File: config.mk
export PLATFORM = sky130hd
export DESIGN_NAME = seq_chunk_adder
export DESIGN_NICKNAME = d
export VERILOG_FILES = /design/src/rtl/seq_adder_pkg.sv /design/src/rtl/seq_chunk_adder_rca_chunk.sv /design/src/rtl/seq_chunk_adder.sv
export SDC_FILE = /design/constraint.sdc
export NUM_CORES = 1
export LEC_CHECK = 0
export ABC_AREA = 1
export BUFFER_PORTS_ARGS = -buffer_cell sky130_fd_sc_hd__clkbuf_2
export CAP_MARGIN = 20
export CELL_PAD_IN_SITES_DETAIL_PLACEMENT = 1
export CELL_PAD_IN_SITES_GLOBAL_PLACEMENT = 1
export CORE_ASPECT_RATIO = 2
export CORE_MARGIN = 3
export CORE_UTILIZATION = 40
export DETAILED_ROUTE_END_ITERATION = 8
export GPL_TIMING_DRIVEN = 0
export PLACE_DENSITY = 0.84
export SYNTH_ARGS = -nofsm -noshare
export SYNTH_HDL_FRONTEND = slang
export SYNTH_SLANG_ARGS = --single-unit
File: constraint.sdc
create_clock -name clk -period 2.8 [get_ports clk]
set_input_delay 0.14 -clock clk [delete_from_list [all_inputs] [get_ports clk]]
set_output_delay 0.14 -clock clk [all_outputs]
set_load 0.1 [all_outputs]
File: src/rtl/seq_adder_pkg.sv
// Shared types and sizing helpers for the chunked sequential adder.
// Latency: n/a (declarations only).
// Backpressure: n/a.
package seq_adder_pkg;

    typedef enum logic [1:0] {
        IDLE = 2'd0,
        BUSY = 2'd1,
        DONE = 2'd2
    } state_t;

    function automatic int nchunk(input int width, input int chunk);
        return width / chunk;
    endfunction

    // Chunk index width; never narrower than one bit so CHUNK == WIDTH still elaborates.
    function automatic int idx_width(input int n);
        return (n > 1) ? $clog2(n) : 1;
    endfunction

endpackage

File: src/rtl/seq_chunk_adder_rca_chunk.sv
// CHUNK-bit combinational ripple-carry slice; msb_ci exists only with SEQ_ADDER_OVF_FLAG_EN.
// Latency: 0 cycles (pure combinational).
// Backpressure: none.
module rca_chunk #(
    parameter int CHUNK = 4
) (
    input  logic [CHUNK-1:0] x,
    input  logic [CHUNK-1:0] y,
    input  logic             ci,
    output logic [CHUNK-1:0] s,
    output logic             co
`ifdef SEQ_ADDER_OVF_FLAG_EN
    ,
    output logic             msb_ci
`endif
);

    logic [CHUNK:0] c;

    assign c[0] = ci;

    for (genvar i = 0; i < CHUNK; i++) begin : g_fa
        assign s[i]   = x[i] ^ y[i] ^ c[i];
        assign c[i+1] = (x[i] & y[i]) | (c[i] & (x[i] ^ y[i]));
    end

    assign co = c[CHUNK];

`ifdef SEQ_ADDER_OVF_FLAG_EN
    assign msb_ci = c[CHUNK-1];
`endif

endmodule

File: src/rtl/seq_chunk_adder.sv
// Multi-cycle add/sub, CHUNK bits per clock; SEQ_ADDER_OVF_FLAG_EN adds the signed overflow port ovf.
// Latency: out_valid rises WIDTH/CHUNK cycles after the accept edge.
// Backpressure: result held in DONE until out_ready; no new operand accepted until back in IDLE.
module seq_chunk_adder
    import seq_adder_pkg::*;
#(
    parameter int WIDTH = 16,
    parameter int CHUNK = 4
) (
    input  logic             clk,
    input  logic             rst,
    input  logic             in_valid,
    output logic             in_ready,
    input  logic [WIDTH-1:0] a,
    input  logic [WIDTH-1:0] b,
    input  logic             cin,
    input  logic             sub,
    output logic             out_valid,
    input  logic             out_ready,
    output logic [WIDTH-1:0] sum,
    output logic             cout
`ifdef SEQ_ADDER_OVF_FLAG_EN
    ,
    output logic             ovf
`endif
);

    localparam int NCHUNK = nchunk(WIDTH, CHUNK);
    localparam int IW     = idx_width(NCHUNK);
    localparam logic [IW-1:0] LAST_IDX = IW'(NCHUNK - 1);

    state_t           state, state_nxt;
    logic [WIDTH-1:0] a_q, b_q, sum_q, sum_nxt;
    logic [IW-1:0]    idx_q;
    logic             carry_q, cout_q, last;
    logic [CHUNK-1:0] slice_s;
    logic             slice_co;
`ifdef SEQ_ADDER_OVF_FLAG_EN
    logic             slice_msb_ci, ovf_q;
`endif

    assign last = (idx_q == LAST_IDX);

    // Operands shift right each BUSY edge, so the slice always sees the low chunk.
    rca_chunk #(.CHUNK(CHUNK)) u_slice (
        .x      (a_q[CHUNK-1:0]),
        .y      (b_q[CHUNK-1:0]),
        .ci     (carry_q),
        .s      (slice_s),
        .co     (slice_co)
`ifdef SEQ_ADDER_OVF_FLAG_EN
        ,
        .msb_ci (slice_msb_ci)
`endif
    );

    // New chunk enters at the top; after NCHUNK edges chunk 0 has reached bit 0.
    assign sum_nxt = WIDTH'({slice_s, sum_q} >> CHUNK);

    always_comb begin
        state_nxt = state;
        in_ready  = 1'b0;
        out_valid = 1'b0;
        case (state)
            IDLE: begin
                in_ready = 1'b1;
                if (in_valid) state_nxt = BUSY;
            end
            BUSY: begin
                if (last) state_nxt = DONE;
            end
            DONE: begin
                out_valid = 1'b1;
                if (out_ready) state_nxt = IDLE;
            end
            default: state_nxt = IDLE;
        endcase
    end

    always_ff @(posedge clk) begin
        if (rst) state <= IDLE;
        else     state <= state_nxt;
    end

    always_ff @(posedge clk) begin
        if (rst) begin
            a_q     <= '0;
            b_q     <= '0;
            sum_q   <= '0;
            idx_q   <= '0;
            carry_q <= 1'b0;
            cout_q  <= 1'b0;
`ifdef SEQ_ADDER_OVF_FLAG_EN
            ovf_q   <= 1'b0;
`endif
        end else begin
            case (state)
                IDLE: begin
                    if (in_valid) begin
                        a_q     <= a;
                        b_q     <= b ^ {WIDTH{sub}};
                        carry_q <= cin ^ sub;
                        idx_q   <= '0;
                    end
                end
                BUSY: begin
                    a_q     <= a_q >> CHUNK;
                    b_q     <= b_q >> CHUNK;
                    sum_q   <= sum_nxt;
                    carry_q <= slice_co;
                    idx_q   <= idx_q + 1'b1;
                    if (last) begin
                        cout_q <= slice_co;
`ifdef SEQ_ADDER_OVF_FLAG_EN
                        ovf_q  <= slice_msb_ci ^ slice_co;
`endif
                    end
                end
                default: ;
            endcase
        end
    end

    assign sum  = sum_q;
    assign cout = cout_q;
`ifdef SEQ_ADDER_OVF_FLAG_EN
    assign ovf  = ovf_q;
`endif

endmodule

==> results of run 1 <==
[metrics by stage]
| step | std cells | worst slack (ps) | hold slack, ps | util (%) | power [mW] |
|---|---|---|---|---|---|
| 5_1_grt | 548 | 436 | 85.7 | 50.2 | 2.08 |
| 3_5_place_dp | 540 | 565 | 384 | 47.6 | 1.35 |
| 3_3_place_gp | 540 | 733 | 380 | 47.6 | 1.33 |
| 6_report | 548 | 569 | 83.6 | 50.2 | 1.99 |
| 4_1_cts | 548 | 539 | 79.3 | 50.2 | 2.01 |
| 2_1_floorplan | 399 | 792 | 209 | - | 1.22 |
[layout by cell type, fill, tap and decap left out, drive strengths merged]
cell type	count
buf	15
o21a	1
fa	4
clkinv	1
clkbuf	70
inv	47
nand2	113
nor2	65
a21oi	14
xor2	4
dfxtp	54
nand3	56
ha	1
o21ai	17
[area by class of cell]
class / count / area [sq um]
tap: 86 / 108
clock buffer: 7 / 153
fill: 904 / 3170
buffer: 23 / 135
inverter: 47 / 176
clock inverter: 1 / 8.76
sequential: 54 / 1080
multi-input combinational: 275 / 1250
timing repair buffer: 55 / 275
[cells in the mapped netlist]
cell type / number / area (sq um)
clkbuf_1: 8 / 30.0
fa_1: 4 / 80.1
nor2_1: 64 / 240
buf_2: 6 / 30.0
xor2_1: 4 / 35.0
inv_1: 45 / 169
o21a_1: 1 / 7.51
buf_4: 5 / 37.5
buf_1: 1 / 3.75
a21oi_1: 14 / 70.1
ha_1: 1 / 12.5
buf_6: 3 / 33.8
dfxtp_1: 54 / 1080
inv_2: 2 / 7.51
nand2_1: 112 / 420
o21ai_1: 2 / 10.0
o21ai_0: 15 / 75.1
nand2_4: 1 / 11.3
nor2_4: 1 / 11.3
nand3_1: 56 / 280
[worst reg2reg max path, delay by kind of cell (launching register included)]
family / cells / cell delay [ps]
buffers and inverters: 4 / 310
and+or+nand+nor: 4 / 300
DFF: 1 / 330
adders and majority gates: 4 / 1160
[final timing paths]
kind,cells after the start,from,end
worst min-delay path,3,a[15],a_q[15]
worst max register to register,12,a_q[0],carry_q
worst max-delay path,12,a_q[0],carry_q
worst min register to register,2,cout,cout
[cell families after synthesis]
logic type,Yosys count,share of synthesized area (%)
buffers and inverters,70,11.8
XOR/XNOR,4,1.32
AO/OA/AOI/OAI,32,6.15
flip-flops,54,40.9
adder cells (fa/ha/maj),5,3.50
AND/OR/NAND/NOR,234,36.4
[per-layer routing]
layer  share of wire, %  GRT usage (%)
met1                 36           19.9
met2                 57           41.1
met3                3.7           3.15
met4                3.5           8.80
met5                  0              0
[registers in the layout, summed over array words and instances, names as in the netlist]
name,flops
a_q,16
b_q,16
sum,16
idx_q,2
state,2
carry_q,1
cout,1
[power by group]
part	switching [mW]	internal, mW	total [mW]	leakage, nW
Combinational	0.347	0.123	0.469	1.15
Clock	0.274	0.382	0.657	0.0801
Sequential	0.0353	0.824	0.859	0.444
Total	0.656	1.33	1.99	1.68
==> impl_metrics.json, run 1 <==
{
  "antenna_found_initial": 0,
  "wl_mm": 7.69,
  "synth_seq_cells": 54,
  "hold_viol": 0,
  "reg2reg_setup_slack_ps": 570,
  "grt_setup_unrepaired": "no",
  "cts-buffers-inserted": 5,
  "diodes": 0,
  "clock_latency_ps": 290,
  "core_area_sq_um": 6360,
  "ys_types": 20,
  "synth-seq-area-share_pct": 40.9,
  "io_pins": 57,
  "crit_family": "adder cells",
  "row_count": 41,
  "placed_cell_area_sq_um": 3030,
  "timing.final.crit_share_pct": 79.7,
  "design_area_sq_um": 3190,
  "hold_buffers": 0,
  "first_global_vias": 2796,
  "ctsLongestPathBuffers": 2,
  "critical_path.slowest_cell": "fa_1",
  "crit_path_end_kind": "flop",
  "root_buffer": "clkbuf_16",
  "skew_ps": 5.82,
  "wl_per_cell_um": 14.0,
  "initial_utilization_pct": 41.6,
  "worst_slew_pin_slew_ps": 578,
  "postCtsSetupBuffers": 0,
  "netlist_area_sq_um": 2650,
  "grt.overflow.total": 0,
  "crit_path_max_incr_delay_ps": 440,
  "leakagePower_nw": 1.68,
  "syn_inst": 399,
  "start_kind": "flop",
  "status": "finished, final reports clean",
  "postSynthAreaPerCell_sq_um": 6.63,
  "drt_iter0_markers": 86,
  "maxSlewHeadroom_pct": 61.5,
  "die_h_um": 121,
  "synthToLayoutAreaGrowth_pct": 20.6,
  "crit_type": "reg2reg",
  "place_congestion": 0.836,
  "antenna_left": 0,
  "drc": 0,
  "grt_start_max_net_pins": 17,
  "final_layout_size_suffix_gt1_share_pct": 17.5,
  "grt_pass1_wl_mm": 12.5,
  "hpwlAfterDp_mm": 6.11,
  "cts_tree": "built",
  "cellPowerDensity_nw_per_um2": 622,
  "die_x_um": 63.5,
  "ys_warn_count": 0,
  "hp-class": "in2reg",
  "synth_nets": 442,
  "dieArea_sq_um": 7690,
  "cts_sinks": 54,
  "dr.pass1.iters": 4,
  "via_count": 2705,
  "finalMaxSlewViolations": 0,
  "timing.final.crit_period_ps": 2230,
  "viasPerCell": 4.94,
  "ir_drop_v": 0.000306,
  "cap_viol_max_count": 0,
  "cts.htree.levels": 2,
  "clk_pin_slew_ps": 70,
  "fin_tns_setup_ps": 0,
  "grt_usage_pct": 20.6,
  "finalSetupViolations": 0,
  "cp.arrival_ps": 2380,
  "cp.required_ps": 2950,
  "fmax_ghz": 0.448,
  "cp_max_fo": 2,
  "worst-path-buf-inv": 4,
  "io_buffers": 55,
  "crit_chain": "fa_1 -> inv_1 -> fa_1 -> inv_1 -> fa_1 -> inv_1 -> fa_1 -> inv_1 -> nand2_1 -> nand2_1 -> nor2_1 -> nor2_1",
  "layout.nets": 504,
  "cts_resized": 0
}
Power figures use the tool's default switching activity.
==> inputs of run 2 (changes only) <==
ABC_AREA = 0   (was 1)
CORE_UTILIZATION = 35   (was 40)
PLACE_DENSITY = 0.75   (was 0.84)
clock period = 2.04 ns   (was 2.8 ns; I/O delays follow)
==> run 2 against run 1 <==
Against the previous run:
- the flow now finishes with violations (negative setup slack)
- cell area is 11% lower
- via count fell by 25%
- largest power group unchanged
- clock power increased by 29%
- wire length fell by 21%
==> impl_metrics.json, run 2 <==
{
  "synthToLayoutAreaGrowth_pct": 23.6,
  "crit_chain": "fa_2 -> inv_2 -> fa_2 -> inv_2 -> fa_2 -> inv_2 -> fa_1 -> a211oi_2",
  "wl_mm": 6.10,
  "synth-async-reset-ratio_pct": 0,
  "design_area_sq_um": 2850,
  "cts_tree": "built",
  "via_count": 2017,
  "placed_cell_area_sq_um": 2690,
  "syn_inst": 254,
  "first_global_vias": 2108,
  "post-synth-top-area-cell": "dfxtp_1",
  "row_count": 41,
  "crit_path_max_incr_delay_ps": 420,
  "synthTopCellsByArea": "dfxtp_1 (47%), nor2_1 (6.7%), a221o_1 (5.2%)",
  "root_buffer": "clkbuf_16",
  "grt_setup_unrepaired": "yes",
  "die_x_um": 63.4,
  "hp-class": "in2reg",
  "drt_iter0_markers": 119,
  "finalMaxSlewViolations": 0,
  "maxSlewHeadroom_pct": 61.1,
  "ctsLongestPathBuffers": 2,
  "mostFrequentLayoutCells": "clkbuf_2 (55), dfxtp_1 (51), nor2_1 (41)",
  "fmax_ghz": 0.482,
  "critical_path.slowest_cell": "fa_1",
  "grt.overflow.total": 0,
  "ys_types": 30,
  "io_buffers": 54,
  "min_from": "a[13]",
  "grt_pass1_wl_mm": 9.84,
  "ir_drop_v": 0.000503,
  "worst_slew_pin_slew_ps": 581,
  "cts.htree.levels": 2,
  "reg2reg_from": "carry_q",
  "status": "finished with violations",
  "antenna_left": 0,
  "final_layout_size_suffix_gt1_share_pct": 28.2,
  "cp.arrival_ps": 2290,
  "grt_start_max_net_pins": 16,
  "drc": 0,
  "dr.pass1.iters": 5,
  "synth-seq-area-share_pct": 46.9,
  "netlist_area_sq_um": 2310,
  "clock_latency_ps": 290,
  "stdcell_count": 402,
  "crit_path_end_kind": "flop",
  "core_area_sq_um": 6360,
  "postSynthAreaPerCell_sq_um": 9.08,
  "violations": "negative setup slack",
  "cellPowerDensity_nw_per_um2": 862,
  "clk_pin_slew_ps": 70,
  "cp_max_fo": 2,
  "synth_nets": 297,
  "finalSetupViolations": 2,
  "nFillCells": 803,
  "synth_seq_cells": 54,
  "wl_per_cell_um": 15.2,
  "cts_sinks": 54,
  "place_congestion": 0.756,
  "reg2reg_setup_slack_ps": -40,
  "synth.most_common_cell": "dfxtp_1",
  "setup_slack_ps": -36.4,
  "synth_edf_count": 0,
  "hpwlAfterDp_mm": 4.69,
  "diodes": 0,
  "yosysTopAreaCellShare_pct": 46.9,
  "fin_util_pct": 44.8,
  "timing.final.crit_share_pct": 102,
  "fin_tns_setup_ps": -53.4,
  "timing.final.crit_period_ps": 2080,
  "synth_top_cells_by_count": "dfxtp_1 (54), nor2_1 (41), nand2_1 (28)",
  "critPathLaunch": "carry_q",
  "skew_ps": 6.30,
  "die_h_um": 121,
  "cap_viol_max_count": 0,
  "grt_usage_pct": 16.7,
  "initial_utilization_pct": 36.3,
  "hold_viol": 0,
  "cts-buffers-inserted": 5,
  "layout.nets": 358,
  "dieArea_sq_um": 7660,
  "leakagePower_nw": 1.17,
  "ys_warn_count": 0,
  "start_kind": "flop",
  "crit_type": "reg2reg",
  "io_pins": 57,
  "dp_cells": 394,
  "cp.required_ps": 2250,
  "layout_commonest_cell": "clkbuf_2",
  "synthFlopType": "dfxtp_1",
  "antenna_found_initial": 0,
  "hold_buffers": 0,
  "hold-worst-slack_ps": 54.2,
  "viasPerCell": 5.02
}
run 2: cell types whose count changed after synthesis, moves of 15 or more:
cell     change
inv_1       -34
nand2_1     -84
nand3_1     -56
nor2_1      -23
o21ai_0     -15
run 2: where the power goes:
group / switching [mW] / leakage [nW] / internal, mW / total (mW)
logic: 0.279 / 0.657 / 0.155 / 0.434
registers: 0.0475 / 0.444 / 1.13 / 1.17
clock network: 0.362 / 0.0739 / 0.487 / 0.850
total: 0.689 / 1.17 / 1.77 / 2.46
run 2: path summary, 6_finish.rpt:
| check | end | cells past startpoint |
|---|---|---|
| setup / recovery | sum[15] | 8 |
| setup reg to reg | sum[15] | 8 |
| hold / removal | a_q[13] | 3 |
| hold reg to reg | sum[2] | 2 |
run 2: worst max-delay path: cells and delay by family, from the launching register on:
kind / cells / cell delay (ps)
fa+ha+maj: 4 / 1330
flops: 1 / 330
compound gates: 1 / 180
buf+inv: 3 / 170
run 2: per-layer routing:
| layer | wire length (um) | vias up | part of all wire, % | track usage (%) |
|---|---|---|---|---|
| met4 | 225 | 0 | 3.7 | 8.80 |
| met2 | 3470 | 49 | 57 | 32.4 |
| met1 | 2180 | 958 | 36 | 16.1 |
| met5 | 0 | - | 0 | 0 |
| met3 | 221 | 13 | 3.6 | 2.79 |
| li1 | - | 997 | - | - |
run 2: area by class of cell:
type	count	area, sq um	share of cell area [%]
repair buffers	54	270	9.48
well taps	86	108	3.77
flip-flops and latches	54	1080	38.0
plain buffers	22	111	3.91
clock inverters	1	5.00	0.176
multi-input cells	167	1090	38.2
clock buffers	7	143	5.00
inverters	11	41.3	1.45
run 2: what timing repair did:
action / 4_1_cts / 5_1_grt
pin swaps: 4 / 4
setup endpoints to repair: 2 / 3
gates resized for setup: 10 / 0
buffers inserted: 0 / 0
run 2: through the flow:
stage / power, mW / setup slack [ps]
floorplan: 1.50 / 11.8
global route: 2.57 / -119
global placement: 1.61 / -81.2
CTS: 2.49 / -92.2
finish: 2.46 / -36.4
detailed placement: 1.63 / -131
run 2: logic make-up after synthesis:
kind of cell | synth area share (%)
flops | 46.9
xor+xnor | 6.45
simple gates | 13.5
compound gates | 22.6
fa+ha+maj | 4.01
buf+inv | 6.62
